[src/rtl/mem_access_unit_if.sv]
// Word-wide data-memory bus between the MEM-stage access unit (master)
// and the multi-cycle data memory (slave).
interface mem_access_unit_if;
    logic        DM_RD_REQ;
    logic        DM_WR_REQ;
    logic [29:0] DM_ADDR;
    logic [31:0] DM_WDATA;
    logic [3:0]  DM_BYTE_EN;
    logic [31:0] DM_RDATA;
    logic        DM_ACK;

    modport master (
        output DM_RD_REQ, DM_WR_REQ, DM_ADDR, DM_WDATA, DM_BYTE_EN,
        input  DM_RDATA, DM_ACK
    );

    modport slave (
        input  DM_RD_REQ, DM_WR_REQ, DM_ADDR, DM_WDATA, DM_BYTE_EN,
        output DM_RDATA, DM_ACK
    );
endinterface

[src/rtl/mem_access_unit.sv]
// MEM-stage load/store engine: stalls the pipeline while a word-wide memory
// access is in flight and returns aligned, extended load data.
module mem_access_unit #(
    parameter int TIMEOUT_CYCLES = 64,
    parameter int CNT_W          = 7
) (
    input  logic              CLK,
    input  logic              RESET,
    input  logic              MEM_READ,
    input  logic              MEM_WRITE,
    input  logic [2:0]        FUNCT3,
    input  logic [31:0]       ADDRESS,
    input  logic [31:0]       WRITE_DATA,
    output logic [31:0]       LOAD_DATA,
    output logic              BUSYWAIT,
    output logic              MISALIGNED,
    output logic              MEM_FAULT,
    mem_access_unit_if.master dm
);

    typedef enum logic [1:0] {
        IDLE,
        ACCESS,
        DONE
    } state_t;

    state_t           state;
    logic [CNT_W-1:0] cnt;
    logic [2:0]       funct3_q;
    logic [1:0]       off_q;

    logic             req;
    logic             f3_ok;
    logic             illegal;
    logic             unaligned;
    logic             issue;
    logic [3:0]       st_en;
    logic [31:0]      st_data;
    logic [7:0]       lane_byte;
    logic [15:0]      lane_half;
    logic [31:0]      ext_data;
    logic             timeout_hit;

    // Classify the request presented by EX/MEM; only meaningful in IDLE.
    always_comb begin
        req = MEM_READ | MEM_WRITE;
        case (FUNCT3)
            3'b000, 3'b001, 3'b010: f3_ok = 1'b1;
            3'b100, 3'b101:         f3_ok = ~MEM_WRITE;
            default:                f3_ok = 1'b0;
        endcase
        illegal   = req & ((MEM_READ & MEM_WRITE) | ~f3_ok);
        unaligned = req & ~illegal &
                    (((FUNCT3[1:0] == 2'b01) & ADDRESS[0]) |
                     ((FUNCT3[1:0] == 2'b10) & (ADDRESS[1:0] != 2'b00)));
        issue     = req & ~illegal & ~unaligned;
    end

    always_comb begin
        st_en   = 4'b1111;
        st_data = WRITE_DATA;
        case (FUNCT3[1:0])
            2'b00: begin
                st_en   = 4'b0001 << ADDRESS[1:0];
                st_data = {4{WRITE_DATA[7:0]}};
            end
            2'b01: begin
                st_en   = 4'b0011 << ADDRESS[1:0];
                st_data = {2{WRITE_DATA[15:0]}};
            end
            default: begin
                st_en   = 4'b1111;
                st_data = WRITE_DATA;
            end
        endcase
        if (!MEM_WRITE) begin
            st_en = 4'b1111;
        end
    end

    // Load extraction uses the size/offset captured when the access was issued.
    always_comb begin
        lane_byte = dm.DM_RDATA[{off_q, 3'b000} +: 8];
        lane_half = dm.DM_RDATA[{off_q[1], 4'b0000} +: 16];
        case (funct3_q)
            3'b000:  ext_data = {{24{lane_byte[7]}}, lane_byte};
            3'b001:  ext_data = {{16{lane_half[15]}}, lane_half};
            3'b100:  ext_data = {24'b0, lane_byte};
            3'b101:  ext_data = {16'b0, lane_half};
            default: ext_data = dm.DM_RDATA;
        endcase
    end

    assign timeout_hit = (TIMEOUT_CYCLES != 0) && (cnt == CNT_W'(TIMEOUT_CYCLES - 1));

    assign BUSYWAIT = ~RESET & ((state == ACCESS) | ((state == IDLE) & issue));

    always_ff @(posedge CLK) begin
        if (RESET) begin
            state         <= IDLE;
            cnt           <= '0;
            funct3_q      <= '0;
            off_q         <= '0;
            LOAD_DATA     <= '0;
            MISALIGNED    <= 1'b0;
            MEM_FAULT     <= 1'b0;
            dm.DM_RD_REQ  <= 1'b0;
            dm.DM_WR_REQ  <= 1'b0;
            dm.DM_ADDR    <= '0;
            dm.DM_WDATA   <= '0;
            dm.DM_BYTE_EN <= '0;
        end else begin
            MISALIGNED <= 1'b0;
            MEM_FAULT  <= 1'b0;
            case (state)
                IDLE: begin
                    if (illegal) begin
                        MEM_FAULT <= 1'b1;
                    end else if (unaligned) begin
                        MISALIGNED <= 1'b1;
                    end else if (issue) begin
                        dm.DM_ADDR    <= ADDRESS[31:2];
                        dm.DM_WDATA   <= st_data;
                        dm.DM_BYTE_EN <= st_en;
                        dm.DM_RD_REQ  <= MEM_READ;
                        dm.DM_WR_REQ  <= MEM_WRITE;
                        funct3_q      <= FUNCT3;
                        off_q         <= ADDRESS[1:0];
                        cnt           <= '0;
                        state         <= ACCESS;
                    end
                end
                ACCESS: begin
                    if (dm.DM_ACK) begin
                        dm.DM_RD_REQ <= 1'b0;
                        dm.DM_WR_REQ <= 1'b0;
                        if (dm.DM_RD_REQ) begin
                            LOAD_DATA <= ext_data;
                        end
                        state <= DONE;
                    end else if (timeout_hit) begin
                        dm.DM_RD_REQ <= 1'b0;
                        dm.DM_WR_REQ <= 1'b0;
                        MEM_FAULT    <= 1'b1;
                        state        <= DONE;
                    end else begin
                        cnt <= cnt + CNT_W'(1);
                    end
                end
                DONE: begin
                    state <= IDLE;
                end
                default: begin
                    state <= IDLE;
                end
            endcase
        end
    end

endmodule

[src/flat_wrapper.sv]
// flat-port wrapper written by rule: the top's interface ports become plain ports
module mem_access_unit_flat 
#(
    parameter int TIMEOUT_CYCLES = 64,
    parameter int CNT_W          = 7
)
  (CLK, RESET, MEM_READ, MEM_WRITE, FUNCT3, ADDRESS, WRITE_DATA, LOAD_DATA, BUSYWAIT, MISALIGNED, MEM_FAULT, dm_DM_RD_REQ, dm_DM_WR_REQ, dm_DM_ADDR, dm_DM_WDATA, dm_DM_BYTE_EN, dm_DM_RDATA, dm_DM_ACK);
  mem_access_unit_if dm_i ();
  input  logic CLK;
  input  logic RESET;
  input  logic MEM_READ;
  input  logic MEM_WRITE;
  input  logic [2:0] FUNCT3;
  input  logic [31:0] ADDRESS;
  input  logic [31:0] WRITE_DATA;
  output logic [31:0] LOAD_DATA;
  output logic BUSYWAIT;
  output logic MISALIGNED;
  output logic MEM_FAULT;
  output wire logic [$bits(dm_i.DM_RD_REQ)-1:0] dm_DM_RD_REQ;
  output wire logic [$bits(dm_i.DM_WR_REQ)-1:0] dm_DM_WR_REQ;
  output wire logic [$bits(dm_i.DM_ADDR)-1:0] dm_DM_ADDR;
  output wire logic [$bits(dm_i.DM_WDATA)-1:0] dm_DM_WDATA;
  output wire logic [$bits(dm_i.DM_BYTE_EN)-1:0] dm_DM_BYTE_EN;
  input wire logic [$bits(dm_i.DM_RDATA)-1:0] dm_DM_RDATA;
  input wire logic [$bits(dm_i.DM_ACK)-1:0] dm_DM_ACK;
  assign dm_DM_RD_REQ = dm_i.DM_RD_REQ;
  assign dm_DM_WR_REQ = dm_i.DM_WR_REQ;
  assign dm_DM_ADDR = dm_i.DM_ADDR;
  assign dm_DM_WDATA = dm_i.DM_WDATA;
  assign dm_DM_BYTE_EN = dm_i.DM_BYTE_EN;
  assign dm_i.DM_RDATA = dm_DM_RDATA;
  assign dm_i.DM_ACK = dm_DM_ACK;
  mem_access_unit #(.TIMEOUT_CYCLES(TIMEOUT_CYCLES), .CNT_W(CNT_W)) u_core (.CLK(CLK), .RESET(RESET), .MEM_READ(MEM_READ), .MEM_WRITE(MEM_WRITE), .FUNCT3(FUNCT3), .ADDRESS(ADDRESS), .WRITE_DATA(WRITE_DATA), .LOAD_DATA(LOAD_DATA), .BUSYWAIT(BUSYWAIT), .MISALIGNED(MISALIGNED), .MEM_FAULT(MEM_FAULT), .dm(dm_i));
endmodule
[config.mk]
export PLATFORM = sky130hd
export DESIGN_NAME = mem_access_unit_flat
export DESIGN_NICKNAME = d
export VERILOG_FILES = /design/src/rtl/mem_access_unit_if.sv /design/src/rtl/mem_access_unit.sv /design/src/flat_wrapper.sv
export SDC_FILE = /design/constraint.sdc
export NUM_CORES = 1
export LEC_CHECK = 0
export CELL_PAD_IN_SITES_DETAIL_PLACEMENT = 1
export CELL_PAD_IN_SITES_GLOBAL_PLACEMENT = 1
export CORE_UTILIZATION = 31
export CTS_CLUSTER_DIAMETER = 120
export DETAILED_ROUTE_END_ITERATION = 7
export PLACE_DENSITY_LB_ADDON = 0.1
export REMOVE_ABC_BUFFERS = 1
export SLEW_MARGIN = 20
export SYNTH_ARGS = -nofsm -noshare
export SYNTH_HDL_FRONTEND = slang
export SYNTH_SLANG_ARGS = --single-unit
[constraint.sdc]
create_clock -name CLK -period 2.24 [get_ports CLK]
set_input_delay 0.224 -clock CLK [delete_from_list [all_inputs] [get_ports CLK]]
set_output_delay 0.224 -clock CLK [all_outputs]
set_load 0.03 [all_outputs]
After elaboration in Yosys (flattened, before gate mapping)
Cells that the tools add are included.
- add/sub/neg operators: 1
- equality and inequality tests: 17
- shift-type cells: 4
- mux-type cells: 32
- bitwise logic cells: 19
- reduce and logical (&&, ||, !) cells: 14
- operators with widths (operator ; number):
    32-bit one-hot mux with 4 select lines ; 1
    32-bit one-hot mux with 2 select lines ; 1
    7-bit 2-to-1 mux ; 5
    32-bit by 6-bit variable part select with 16-bit output ; 1
    32-bit by 6-bit variable part select with 8-bit output ; 1
    7-bit one-hot mux with 2 select lines ; 1
    3-bit == test (second input constant) ; 4
    1-bit 2-to-1 mux ; 12
    2-bit 2-to-1 mux ; 5
    1-bit AND ; 9
    2-bit inequality test (second input constant) ; 4
    1-bit one-hot mux with 2 select lines ; 4
    4-bit one-hot mux with 2 select lines ; 1
    4-bit AND reduction ; 2
    7-bit by 1-bit adder with 7-bit output (second input constant) ; 1
    7-bit by 6-bit == test with 1-bit output (second input constant) ; 1
    3-bit by 1-bit == test with 1-bit output (second input constant) ; 2
    3-bit logical NOT ; 2
    1-bit inverter ; 6
    6-bit AND reduction ; 1
    3-bit OR reduction ; 2
    5-bit AND reduction ; 1
    2-bit by 1-bit == test with 1-bit output (second input constant) ; 2
    2-bit logical NOT ; 2
    other kinds (12) ; 16
- flip-flop bits (word level): 116
- input port bits: 104
- logic and storage cells: 99

Longest topological paths before layout
Gate-level depths: netlist (run 1).
- depth after elaboration: 15
- mapped depth: 8
- mapped depth without buffers: 6

Least setup slack after synthesis (run 1)
No wires, ideal clock.
- path type: reg-to-reg
- from: reg u_core.off_q[1]
- to: reg u_core.LOAD_DATA[20]
- setup time: 0.134 ns
- arrival: 1.594 ns
- setup slack: 0.512 ns
- stages on the path, launching flop included: 8
- buffers on the path: 2
- period minus slack after synthesis: 1.728 ns
- cells stage by stage: dfxtp_1 -> buf_4 -> mux4_2 -> nand2b_1 -> a211oi_1 -> nor2_2 -> buf_2 -> a211oi_1
- longest elaborated chain between the ends: 2
- RTL lines (what ; line ; source):
    start, declared ; mem_access_unit.sv:30 ; logic [1:0] off_q;
    start signal, assigned ; mem_access_unit.sv:128 ; off_q <= ADDRESS[1:0];
    32-bit by 6-bit variable part select with 16-bit output or 32-bit by 6-bit variable part select with 8-bit output (tied branches) ; mem_access_unit.sv:84, mem_access_unit.sv:83 ;
    32-bit one-hot mux with 4 select lines * ; mem_access_unit.sv:85 ; case (funct3_q)
    end signal, assigned ; mem_access_unit.sv:138 ; LOAD_DATA <= ext_data;
    end, declared ; mem_access_unit.sv:14 ; output logic [31:0] LOAD_DATA,
Every way passes the cells marked *; elsewhere a longest branch is shown, timed or not.
A chain may end at the register's enable or synchronous reset.

Final worst setup path (run 1)
- from: in MEM_READ
- to: out BUSYWAIT
- longest elaborated chain between the ends: 11
- RTL lines (what ; line ; source):
    start, declared ; flat_wrapper.sv:11 ; input logic MEM_READ;
    1-bit AND ; mem_access_unit.sv:52 ; illegal = req & ((MEM_READ & MEM_WRITE) | ~f3_ok);
    1-bit OR ; mem_access_unit.sv:52 ;
    1-bit AND ; mem_access_unit.sv:52 ;
    1-bit inverter (no line) ; n/a ;
    1-bit AND * ; mem_access_unit.sv:53, mem_access_unit.sv:56 ;
    1-bit AND ; mem_access_unit.sv:53 ; unaligned = req & ~illegal &
    1-bit inverter (no line) ; n/a ;
    1-bit AND * ; mem_access_unit.sv:56 ; issue = req & ~illegal & ~unaligned;
    1-bit AND * ; mem_access_unit.sv:96 ; assign BUSYWAIT = ~RESET & ((state == ACCESS) | ((state == IDLE) & issue));
    1-bit OR * ; mem_access_unit.sv:96 ;
    1-bit AND * ; mem_access_unit.sv:96 ;
    end, declared ; flat_wrapper.sv:17 ; output logic BUSYWAIT;
Marks and branches as above.

==> flow_summary.ini, run 1 <==
[route]
via_count = 5488
avgRoutedWirePerCell_um = 16.3
drt_wl_total_mm = 17.7
postRouteAntennaNets = 0
drtIter0Drc = 209
routed_via_density = 5.06
drt-pass1-iter-count = 4
drc_errors = 0

[global_route]
grt_max_degree = 50
grt_overflow = 0
grt_pass1_wl_mm = 27.8
grt_pass1_vias = 5594
grt_use_total_pct = 21.0
antenna_found_initial = 0

[sta]
hold_viol_final = 0
finClkSkew_ns = 0.00679
max_freq_mhz = 497
drv_slew = 0
worstMarginPinSlew_ns = 0.640
whs_ns = 0.272
setup_ws_ns = 0.229
period_needed_ns = 2.01
rsz0062_at_grt = no
fin_crit_sh_pct = 89.8
setup_viol_count_final = 0
slew-limit-headroom_pct = 57.2

[floorplan]
core_area_um2 = 16100
die_h_um = 131
ios = 207
die_area_um2 = 17200
die_w_um = 131
rows = 46
start_util_pct = 32.1

[critical_path]
cp_num_buf_inv = 2
arrival_ns = 1.79
crit_path_max_incr_delay_ns = 0.60
worstSetupPathType = input pin to output port
crit_slowest_cell = clkdlybuf4s50_1
path_delay_family = buffers and inverters
endpoint_kind = output port
required_ns = 2.02
cp-start-kind = input pin
path_cells = clkdlybuf4s50_1, nor2_1, and4b_2, a21oi_2, nor3_1, buf_4
crit_fanout = 5

[pwr]
ir_drop_v = 0.000507
power_density_nw_per_um2 = 747
leakagePower_nw = 2.83

[worst_hold_path]
hold_class = input pin to flip-flop

[finish]
syn2layout_area_growth_pct = 58.0
drive_above_1_share_pct = 9.09
fin_nets = 961
fill_cells = 1878
num_antenna_cells = 0
register_area_um2 = 2320
multi_input_area_um2 = 2610

[clocking]
post_cts.repair.setup_buffers = 0
clk_latency_ns = 0.41
hold_buffers = 0
cts_resized = 0
cts-buffers-inserted = 17
cts.clk_slew.worst_paths_ns = 0.05
cts_tree = yes
cts.sinks = 116
root_buffer = clkbuf_16
htreeDepth = 4
cts_buffer_depth = 2

[synthesis]
synth_cell_types = 46
ys_async_sr_fraction_pct = 0
synth-edff-count = 0
synthCells = 656
netlist_top_cells_area = dfxtp_1, nand2_1, a21oi_1
synth.top_cell.area_share_pct = 45.0
avgSynthCellArea_um2 = 7.86
synth-seq-area-share_pct = 45.0
syn-cell-area_um2 = 5160
yosysWarnings = 0
yosys_register_bits = 116
synthFlopType = dfxtp_1
yosys.area.top_type = dfxtp_1

[placement]
numPortBuffers = 206
place_congestion = 0.786
pre_cts_ws_ns = 0.0586
dp_hpwl_mm = 12.8

[flow_run]
maxCapViolations = 0

[status]
status = complete, no violations
[cells in the mapped netlist (all sizes together), types with 2 or more instances]
cell and count:
nand2 173, dfxtp 116, a21oi 73, nor2 60, clkbuf 36, a211oi 26, mux2i 21, buf 18
nor3 17, o21ai 16, nand2b 10, a311oi 9, mux2 8, o211ai 8, a2111oi 7, a31oi 7
nor3b 7, o221ai 7, nand3 5, nor2b 3, nor4 3, and2 2, inv 2, nand3b 2
o21a 2, or3 2
[where the power goes]
part	total, W	switching [W]	internal (W)
Combinational	0.00107	0.000581	0.000488
Sequential	0.00222	0.0000557	0.00216
Clock	0.00280	0.000942	0.00185
Total	0.00608	0.00158	0.00451
[layout by cell type, fill, tap and decap left out, types with 10 or more instances in the layout]
| cell | count |
|---|---|
| clkdlybuf4s50_1 | 204 |
| nand2_1 | 172 |
| dfxtp_1 | 116 |
| a21oi_1 | 72 |
| nor2_1 | 58 |
| buf_4 | 27 |
| a211oi_1 | 26 |
| mux2i_1 | 21 |
| nor3_1 | 17 |
| clkbuf_16 | 17 |
| o21ai_0 | 16 |
| nand2b_1 | 10 |
[routing by layer]
layer  routed length (um)  up-vias  global-route usage (%)
met3                 1070       20                    5.99
met4                  283        0                    8.11
met5                    0        -                       0
met2                 8790      135                    36.9
li1                     -     2687                       -
met1                 7590     2646                    24.0
[flip-flops by register name, indices dropped and copies added (netlist names)]
signal and flops:
u_core.dm.DM_BYTE_EN 4, u_core.MEM_FAULT 1, u_core.state 2, u_core.dm.DM_WDATA 32
u_core.MISALIGNED 1, u_core.dm.DM_WR_REQ 1, u_core.dm.DM_ADDR 30, u_core.dm.DM_RD_REQ 1
u_core.funct3_q 3, u_core.off_q 2, u_core.LOAD_DATA 32, u_core.cnt 7
[per-stage QoR]
| stage | utilization (%) | TNS [ns] | std cells | power [W] | instance area (um^2) |
|---|---|---|---|---|---|
| 3_5_place_dp | 46.9 | 0 | 1053 | 0.00334 | 7530 |
| 4_1_cts | 50.7 | 0 | 1085 | 0.00616 | 8150 |
| 2_1_floorplan | - | -27.03 | 602 | 0.00274 | 4930 |
| 6_report | 50.7 | 0 | 1085 | 0.00608 | 8150 |
| 5_1_grt | 50.7 | 0 | 1085 | 0.00632 | 8150 |
| 3_3_place_gp | 46.9 | 0 | 1053 | 0.00330 | 7530 |
[worst reg2reg max path: stages, from the launching register on]
cell     delay [ns]
dfxtp_1        0.55
inv_1          0.10
o41a_1         0.45
nand2_1        0.13
or3_1          0.14
buf_4          0.13
mux2i_1        0.18
[path summary, 6_finish.rpt]
check / from / depth (start not counted) / slack, ns / to
max: MEM_READ / 6 / 0.23 / BUSYWAIT
max reg2reg: u_core.state[0] / 6 / 0.49 / u_core.cnt[1]
min: RESET / 2 / 0.27 / u_core.state[0]
min reg2reg: u_core.dm.DM_WDATA[6] / 2 / 0.45 / u_core.dm.DM_WDATA[6]
[kinds of logic after synthesis]
logic type                 after synthesis  synth area share (%)
AOI/OAI and AO/OA                      165                  20.5
adders and majority gates                1                 0.243
buffers and inverters                   57                  4.56
DFF                                    116                  45.0
muxes                                   30                  6.26
and+or+nand+nor                        287                  23.4
[cell type report]
cell class | instances | area share, %
flip-flops and latches | 116 | 28.5
clock inverters | 10 | 1.57
inverters | 3 | 0.138
clock buffers | 22 | 5.94
well taps | 216 | 3.32
repair buffers | 235 | 28.5
multi-input cells | 483 | 32.0
No activity file was read; power rests on OpenSTA's default activity.
==> run 2: changes to the inputs <==
--- a/config.mk
+++ b/config.mk
@@ -10,9 +10,8 @@
 export CORE_UTILIZATION = 31
 export CTS_CLUSTER_DIAMETER = 120
 export DETAILED_ROUTE_END_ITERATION = 7
-export PLACE_DENSITY_LB_ADDON = 0.1
+export PLACE_DENSITY = 0.9
 export REMOVE_ABC_BUFFERS = 1
-export SLEW_MARGIN = 20
 export SYNTH_ARGS = -nofsm -noshare
 export SYNTH_HDL_FRONTEND = slang
 export SYNTH_SLANG_ARGS = --single-unit
==> flow_summary.ini, run 2 (synthesis results as in run 1) <==
[clocking]
cts_tree = yes
clk_latency_ns = 0.41
cts_buffer_depth = 2
cts.clk_slew.worst_paths_ns = 0.05
cts-buffers-inserted = 17
post_cts.repair.setup_buffers = 0
htreeDepth = 4
cts.sinks = 116
hold_buffers = 0
root_buffer = clkbuf_16

[route]
wl_met2_mm = 8.83
drt-pass1-iter-count = 4
routed_via_density = 5.05
wl_met3_mm = 1.68
drt_wl_total_mm = 18.2
drtIter0Drc = 221
avgRoutedWirePerCell_um = 16.7
postRouteAntennaNets = 0
drc_errors = 0
top_layer = met4
via_count = 5487
wl_met1_mm = 7.45

[critical_path]
crit_fanout = 6
cp-start-kind = input pin
path_cells = clkdlybuf4s50_1, o21ai_0, and4b_2, a21oi_2, nor3_1, buf_4, buf_4
endpoint_kind = output port
crit_path_max_incr_delay_ns = 0.60
crit_slowest_cell = clkdlybuf4s50_1
required_ns = 2.02
arrival_ns = 1.86
worstSetupPathType = input pin to output port
crit_path_frequent_cell = buf_4

[global_route]
grt_pass1_vias = 5653
grt_pass1_wl_mm = 28.4
antenna_found_initial = 2
grt_max_degree = 49
grt_overflow = 0
grt_use_total_pct = 21.4

[placement]
place_area_um2 = 7540
place_congestion = 0.775
dp_hpwl_mm = 12.9
numPortBuffers = 206

[pwr]
ir_drop_v = 0.000478
pwr-share-comb_pct = 17.5
switching_power_w = 0.00163
power_density_nw_per_um2 = 752
clkPwrFrac_pct = 46.4
p_seq_share_pct = 36.1
leakagePower_nw = 2.82
p_int_w = 0.00451
power_w = 0.00614
p_sw_share_pct = 26.6

[flow_run]
maxCapViolations = 0

[finish]
final_cell_mix = clkdlybuf4s50_1, nand2_1, dfxtp_1, a21oi_1, nor2_1
fill_cells = 1870
drive_above_1_share_pct = 8.76
top_regs = u_core.LOAD_DATA x32, u_core.dm.DM_WDATA x32, u_core.dm.DM_ADDR x30
design_area_um2 = 8160
final_common_cell = clkdlybuf4s50_1
fin_nets = 960
syn2layout_area_growth_pct = 58.3

[sta]
worstMarginPinSlew_ns = 0.998
rsz0062_at_grt = no
hold_viol_final = 0
fin_crit_sh_pct = 92.9
max_freq_mhz = 481
whs_ns = 0.258
period_needed_ns = 2.08
setup_viol_count_final = 0
drv_slew = 0
slew-limit-headroom_pct = 33.3
finClkSkew_ns = 0.00608

[worst_hold_path]
hold_class = input pin to flip-flop

[floorplan]
start_util_pct = 32.1
rows = 46
die_area_um2 = 17200
core_area_um2 = 16100
die_h_um = 131
ios = 207
die_w_um = 131

[status]
status = complete, no violations
-- run 2: stage by stage --
stage / setup TNS (ns) / util, % / setup slack (ns) / cells
final: 0 / 50.8 / 0.160 / 1086
after CTS: 0 / 50.8 / 0.104 / 1084
after global routing: 0 / 50.8 / 0.0618 / 1085
after floorplan: -27.03 / - / -0.445 / 602
after detailed placement: 0 / 47.0 / 0.0138 / 1052
after global placement: 0 / 47.0 / 0.138 / 1052
-- run 2: layer usage --
metal | track usage, % | vias to the layer above
met3 | 8.63 | 22
met1 | 23.1 | 2602
met5 | 0 | -
li1 | - | 2684
met2 | 37.8 | 179
met4 | 7.78 | 0
-- run 2: worst max-delay path, delay by kind of cell --
kind | cells | cell delay (ns)
AOI/OAI and AO/OA | 2 | 0.36
buffers and inverters | 3 | 0.92
and+or+nand+nor | 2 | 0.35
-- run 2: layout make-up --
class                   instances  area (um^2)  area share, %
multi-input cells             483         2610           31.9
flip-flops and latches        116         2320           28.4
clock inverters                13          183           2.24
diodes                          2         5.00         0.0613
well taps                     216          270           3.31
inverters                       3         11.3          0.138
clock buffers                  19          433           5.30
repair buffers                234         2330           28.6
-- run 2: power groups by stage --
stage / Combinational (W) / Sequential [W] / Clock (W)
2_1_floorplan: 0.000301 / 0.00244 / 0
3_3_place_gp: 0.00105 / 0.00226 / 0
3_5_place_dp: 0.00107 / 0.00226 / 0
4_1_cts: 0.00108 / 0.00222 / 0.00291
5_1_grt: 0.00116 / 0.00223 / 0.00300
6_report: 0.00108 / 0.00222 / 0.00285
-- run 2: repair_timing --
| item | CTS | global route |
|---|---|---|
| gates resized for setup | 0 | 1 |
| hold endpoints to repair | 0 | 0 |
| endpoints found under the setup margin | 0 | 1 |
-- run 2: final timing paths --
| path | from | end | slack, ns | cells past startpoint |
|---|---|---|---|---|
| max reg2reg | u_core.off_q[0] | u_core.LOAD_DATA[6] | 0.30 | 5 |
| min reg2reg | u_core.dm.DM_ADDR[25] | u_core.dm.DM_ADDR[25] | 0.45 | 2 |
| max | FUNCT3[0] | BUSYWAIT | 0.16 | 7 |
| min | FUNCT3[1] | u_core.funct3_q[1] | 0.26 | 3 |
